## config.mk

```make
export PLATFORM = sky130hd
export DESIGN_NAME = alu
export DESIGN_NICKNAME = d
export VERILOG_FILES = /design/src/rtl/alu_pkg.sv /design/src/rtl/alu_core.sv /design/src/rtl/alu.sv
export SDC_FILE = /design/constraint.sdc
export NUM_CORES = 1
export LEC_CHECK = 0
export BUFFER_PORTS_ARGS = -buffer_cell sky130_fd_sc_hd__buf_4
export CAP_MARGIN = 40
export CORE_MARGIN = 2
export CORE_UTILIZATION = 38
export DETAILED_ROUTE_END_ITERATION = 7
export GPL_TIMING_DRIVEN = 1
export PLACE_DENSITY = 0.56
export RECOVER_POWER = 100
export REMOVE_ABC_BUFFERS = 1
export SETUP_SLACK_MARGIN = 0.4
export SKIP_CTS_REPAIR_TIMING = 1
export SYNTH_ARGS = -nofsm -noshare
export SYNTH_HDL_FRONTEND = slang
export SYNTH_HIERARCHICAL = 1
export SYNTH_SLANG_ARGS = --single-unit
```

## constraint.sdc

```tcl
create_clock -name clk -period 1.8 [get_ports clk]
set_input_delay 0.18 -clock clk [delete_from_list [all_inputs] [get_ports clk]]
set_output_delay 0.18 -clock clk [all_outputs]
set_load 0.02 [all_outputs]
```

## src/rtl/alu_pkg.sv

```systemverilog
// alu_pkg: shared opcode definitions for the registered ALU.
//   OP_* : 3-bit function select codes used by alu_core and alu.
package alu_pkg;
   localparam logic [2:0] OP_PASS = 3'b000;
   localparam logic [2:0] OP_ADD  = 3'b001;
   localparam logic [2:0] OP_SUB  = 3'b010;
   localparam logic [2:0] OP_DIV  = 3'b011;
   localparam logic [2:0] OP_MOD  = 3'b100;
   localparam logic [2:0] OP_SHL  = 3'b101;
   localparam logic [2:0] OP_SHR  = 3'b110;
   localparam logic [2:0] OP_GT   = 3'b111;
endpackage

```

## src/rtl/alu_core.sv

```systemverilog
// alu_core: combinational 8-function compute stage.
//   a, b   : W-bit unsigned operands
//   sel    : 3-bit function select
//   result : W+1-bit result (operands zero-extended before operating)
//   dz     : divide/modulo by zero flag
module alu_core
   import alu_pkg::*;
#(
   parameter int W = 4
) (
   input  logic [W-1:0] a,
   input  logic [W-1:0] b,
   input  logic [2:0]   sel,
   output logic [W:0]   result,
   output logic         dz
);
   logic [W:0] ae, be;
   logic       bz;
   assign ae = {1'b0, a};
   assign be = {1'b0, b};
   assign bz = (b == '0);
   // Unlisted or unknown selects fall to the default and yield 0, never X.
   always_comb begin
      result = '0;
      dz     = 1'b0;
      case (sel)
         OP_PASS: result = ae;
         OP_ADD:  result = ae + be;
         OP_SUB:  result = ae - be;
         OP_DIV:  begin dz = bz; result = bz ? {1'b0, {W{1'b1}}} : ae / be; end
         OP_MOD:  begin dz = bz; result = bz ? ae : ae % be; end
         OP_SHL:  result = {a, 1'b0};
         OP_SHR:  result = {2'b00, a[W-1:1]};
         OP_GT:   result = {{W{1'b0}}, a > b};
         default: result = '0;
      endcase
   end
endmodule

```

## src/rtl/alu.sv

```systemverilog
// alu: registered ALU with one-cycle latency.
//   clk, rst    : rising-edge clock, asynchronous active-high reset
//   in_valid    : samples a, b, sel when high
//   a, b, sel   : operands and function select
//   out         : registered result, held when in_valid is low
//   out_valid   : one-cycle pulse per new result
//   div_by_zero : registered flag accompanying out_valid
module alu
   import alu_pkg::*;
#(
   parameter int W = 4
) (
   input  logic         clk,
   input  logic         rst,
   input  logic         in_valid,
   input  logic [W-1:0] a,
   input  logic [W-1:0] b,
   input  logic [2:0]   sel,
   output logic [W:0]   out,
   output logic         out_valid,
   output logic         div_by_zero
);
   logic [W:0] res, out_d, out_q;
   logic       dz, out_valid_d, out_valid_q, dz_d, dz_q;
   alu_core #(.W(W)) u_core (.a(a), .b(b), .sel(sel), .result(res), .dz(dz));
   always_comb begin
      out_d       = in_valid ? res : out_q;
      out_valid_d = in_valid;
      dz_d        = in_valid & dz;
   end
   always_ff @(posedge clk or posedge rst) begin
      if (rst) begin
         out_q       <= '0;
         out_valid_q <= 1'b0;
         dz_q        <= 1'b0;
      end else begin
         out_q       <= out_d;
         out_valid_q <= out_valid_d;
         dz_q        <= dz_d;
      end
   end
   assign out         = out_q;
   assign out_valid   = out_valid_q;
   assign div_by_zero = dz_q;
endmodule

```

==> impl_metrics.ini <==
[run_status]
outcome = finished with violations
violations = setup timing

[critical_path]
worstSetupEndpointType = register
r2r-start = out[4]
rrSetupSlack_ps = 1020
worst-path-stages = 28
setup.worst_path.start = b[0]
worstRegToRegCells = 1
criticalPathCategory = input pin to register
endpoint = out[0]
critPathMaxStageDelay_ps = 320
cp.required_ps = 1910
critPathMaxFanout = 4
r2r_end = out[4]
crit_path_frequent_cell = ha_4
slowest_stage = mux2_4
crit_family = compound AO/OA/AOI/OAI gates
path_buf_inv = 5
start_kind = input pin
arrival_ps = 5020

[global_routing]
use_met3 = 0.0273
grt_overflow = 0
grt_max_degree = 17
antenna_found_initial = 0
gr-usage-met2 = 0.370
grt_pass1_wl_um = 7050
grt_pass1_vias = 1605
grt_util_met1 = 0.272
grt_usage = 0.206
grt-busiest-layer = met2

[sta]
slew_viol_final = 0
period_share = 2.73
final.setup.tns_ps = -15390
finalSetupViolCount = 5
relSlewSlack = 0.649
worst_pin_slew_ps = 522
finClkSkew_ps = 0
hold_viol_final = 0
fmax_mhz = 204
fin_crit_ps = 4910
setup_slack_ps = -3110
rsz0062_at_grt = yes

[pwr]
p_sw_w = 0.000554
pwr-share-clk = 0.160
p_leak_nw = 1.04
power_frac_comb = 0.699
switching_share = 0.398
max-vdd-ir-drop_uv = 467
p_int_w = 0.000837
power_density_nw_per_um2 = 608
seq_power_share = 0.141
power.total_w = 0.00139

[clock_tree]
clk_path_buf_depth = 2
htreeDepth = 1
clk_pin_slew_ps = 40
clock-sinks = 7
cts-root-buf = clkbuf_8
cts_buffers = 3
cts_tree = yes
clock_latency_ps = 230

[logic_synthesis]
ys_seq_elements = 7
ys_seq_area_frac = 0.120
syn_inst = 182
async_flop_share = 1.00
synth_edf_count = 0
synth.cell_area_um2 = 1460
postSynthAreaPerCell_um2 = 8.00
synth_flop_cell = dfrtp_1
synth_cell_type_count = 54
yosysWarnings = 6

[layout]
multi_input_area_um2 = 1390
nets = 294
stdcell_count = 303
layout-drive-gt1-share = 0.455
fillers = 339
syn2layout_area_growth_pct = 57.2
regArea_um2 = 175
n_antenna_cell = 0
fin_area_um2 = 2290

[floorplan]
core_um2 = 3660
fp.dieH_um = 65.9
initial_core_util = 0.397
rows = 22
design.portCount = 21
dieArea_um2 = 4340
die_x_um = 65.9

[placement]
placed_cells = 288
dpl-instance-area_um2 = 1970
hpwl_um = 3410
place_ws_ps = -3860
numPortBuffers = 20
place.gp.congestion = 0.875

[drt]
ant_nets = 0
via_count = 1627
avgRoutedWirePerCell_um = 15.1
dr.pass1.iters = 5
drc = 0
wl_um = 4570
vias_per_cell = 5.37
drt-initial-drc-count = 84

[job]
max_cap_violations = 0

[min_path]
hp-class = input pin to register
## layout make-up
| type | instances | share of cell area |
|---|---|---|
| Clock buffer | 4 | 0.0197 |
| Inverter | 18 | 0.0306 |
| Multi-Input combinational cell | 151 | 0.606 |
| Sequential cell | 7 | 0.0766 |
| Tap cell | 48 | 0.0263 |
| Timing Repair Buffer | 75 | 0.241 |
## sequential cells by signal, indices dropped and copies added, names as in the netlist
name and flops:
div_by_zero 1, out 5, out_valid 1
## kinds of logic after synthesis
kind of cell,Yosys count,share of synthesized area
and+or+nand+nor,54,0.189
AOI/OAI and AO/OA,53,0.260
adders and majority gates,25,0.229
buffers and inverters,24,0.0619
muxes,12,0.101
DFF,7,0.120
xor gates and xnor gates,6,0.0361
other,1,0.00258
## worst min-delay path by stage
stage              from           to  cells past startpoint
4_1_cts             rst    out_valid                      2
6_report       in_valid    out_valid                      1
5_1_grt        in_valid    out_valid                      1
3_3_place_gp        rst    out_valid                      2
3_5_place_dp        rst    out_valid                      2
2_1_floorplan       rst  div_by_zero                      1
## power groups by stage
stage | clock (W) | combinational (W) | sequential, W
after floorplan | 0 | 0.000420 | 0.000229
after global placement | 0 | 0.000763 | 0.000196
after detailed placement | 0 | 0.000783 | 0.000197
after CTS | 0.000225 | 0.000787 | 0.000196
after global routing | 0.000236 | 0.00105 | 0.000199
final | 0.000223 | 0.000972 | 0.000196
## layer usage
metal | up-vias | routed length [um]
met2 | 28 | 2410
li1 | 807 | -
met4 | 0 | 0
met1 | 792 | 2040
met3 | 0 | 111
met5 | - | 0
## stage by stage
stage | hold WS (ps) | utilization
5_1_grt | 134 | 0.625
3_5_place_dp | 130 | 0.539
6_report | 139 | 0.625
2_1_floorplan | -16.6 | -
3_3_place_gp | 114 | 0.539
4_1_cts | -112 | 0.551
## Yosys cell counts (2+ instances only)
| master | count | area share |
|---|---|---|
| ha_1 | 21 | 0.18 |
| inv_1 | 18 | 0.046 |
| nor2_1 | 18 | 0.046 |
| a21oi_1 | 13 | 0.045 |
| nand2_1 | 11 | 0.028 |
| o21ai_0 | 10 | 0.034 |
| mux2_2 | 8 | 0.062 |
| dfrtp_1 | 7 | 0.12 |
| clkbuf_1 | 5 | 0.013 |
| xnor2_1 | 5 | 0.030 |
| nand3_1 | 4 | 0.014 |
| nor2b_1 | 4 | 0.017 |
| fa_1 | 3 | 0.041 |
| nand4_1 | 3 | 0.013 |
| o21a_1 | 3 | 0.015 |
| a211o_1 | 2 | 0.012 |
| a21o_1 | 2 | 0.010 |
| a31oi_1 | 2 | 0.0086 |
| mux2i_1 | 2 | 0.014 |
| nand2b_1 | 2 | 0.0086 |
| nor3_1 | 2 | 0.0069 |
| nor4_1 | 2 | 0.0086 |
| o211ai_1 | 2 | 0.010 |
| o21ai_1 | 2 | 0.0069 |
| or3_1 | 2 | 0.0086 |
## cells in the final DEF, fill, tap and decap left out, types with 3 or more instances in the layout
master	count
buf_4	62
nor2_1	16
inv_1	15
ha_1	14
nand2_1	11
clkbuf_1	9
a21oi_1	8
dfrtp_1	7
ha_4	7
o21ai_0	6
mux2_4	5
xnor2_1	5
mux2_2	4
a21oi_2	4
nor2b_1	4
clkbuf_8	3
o21a_1	3
o21ai_2	3
nand4_1	3
No activity file was read; power rests on OpenSTA's default activity.
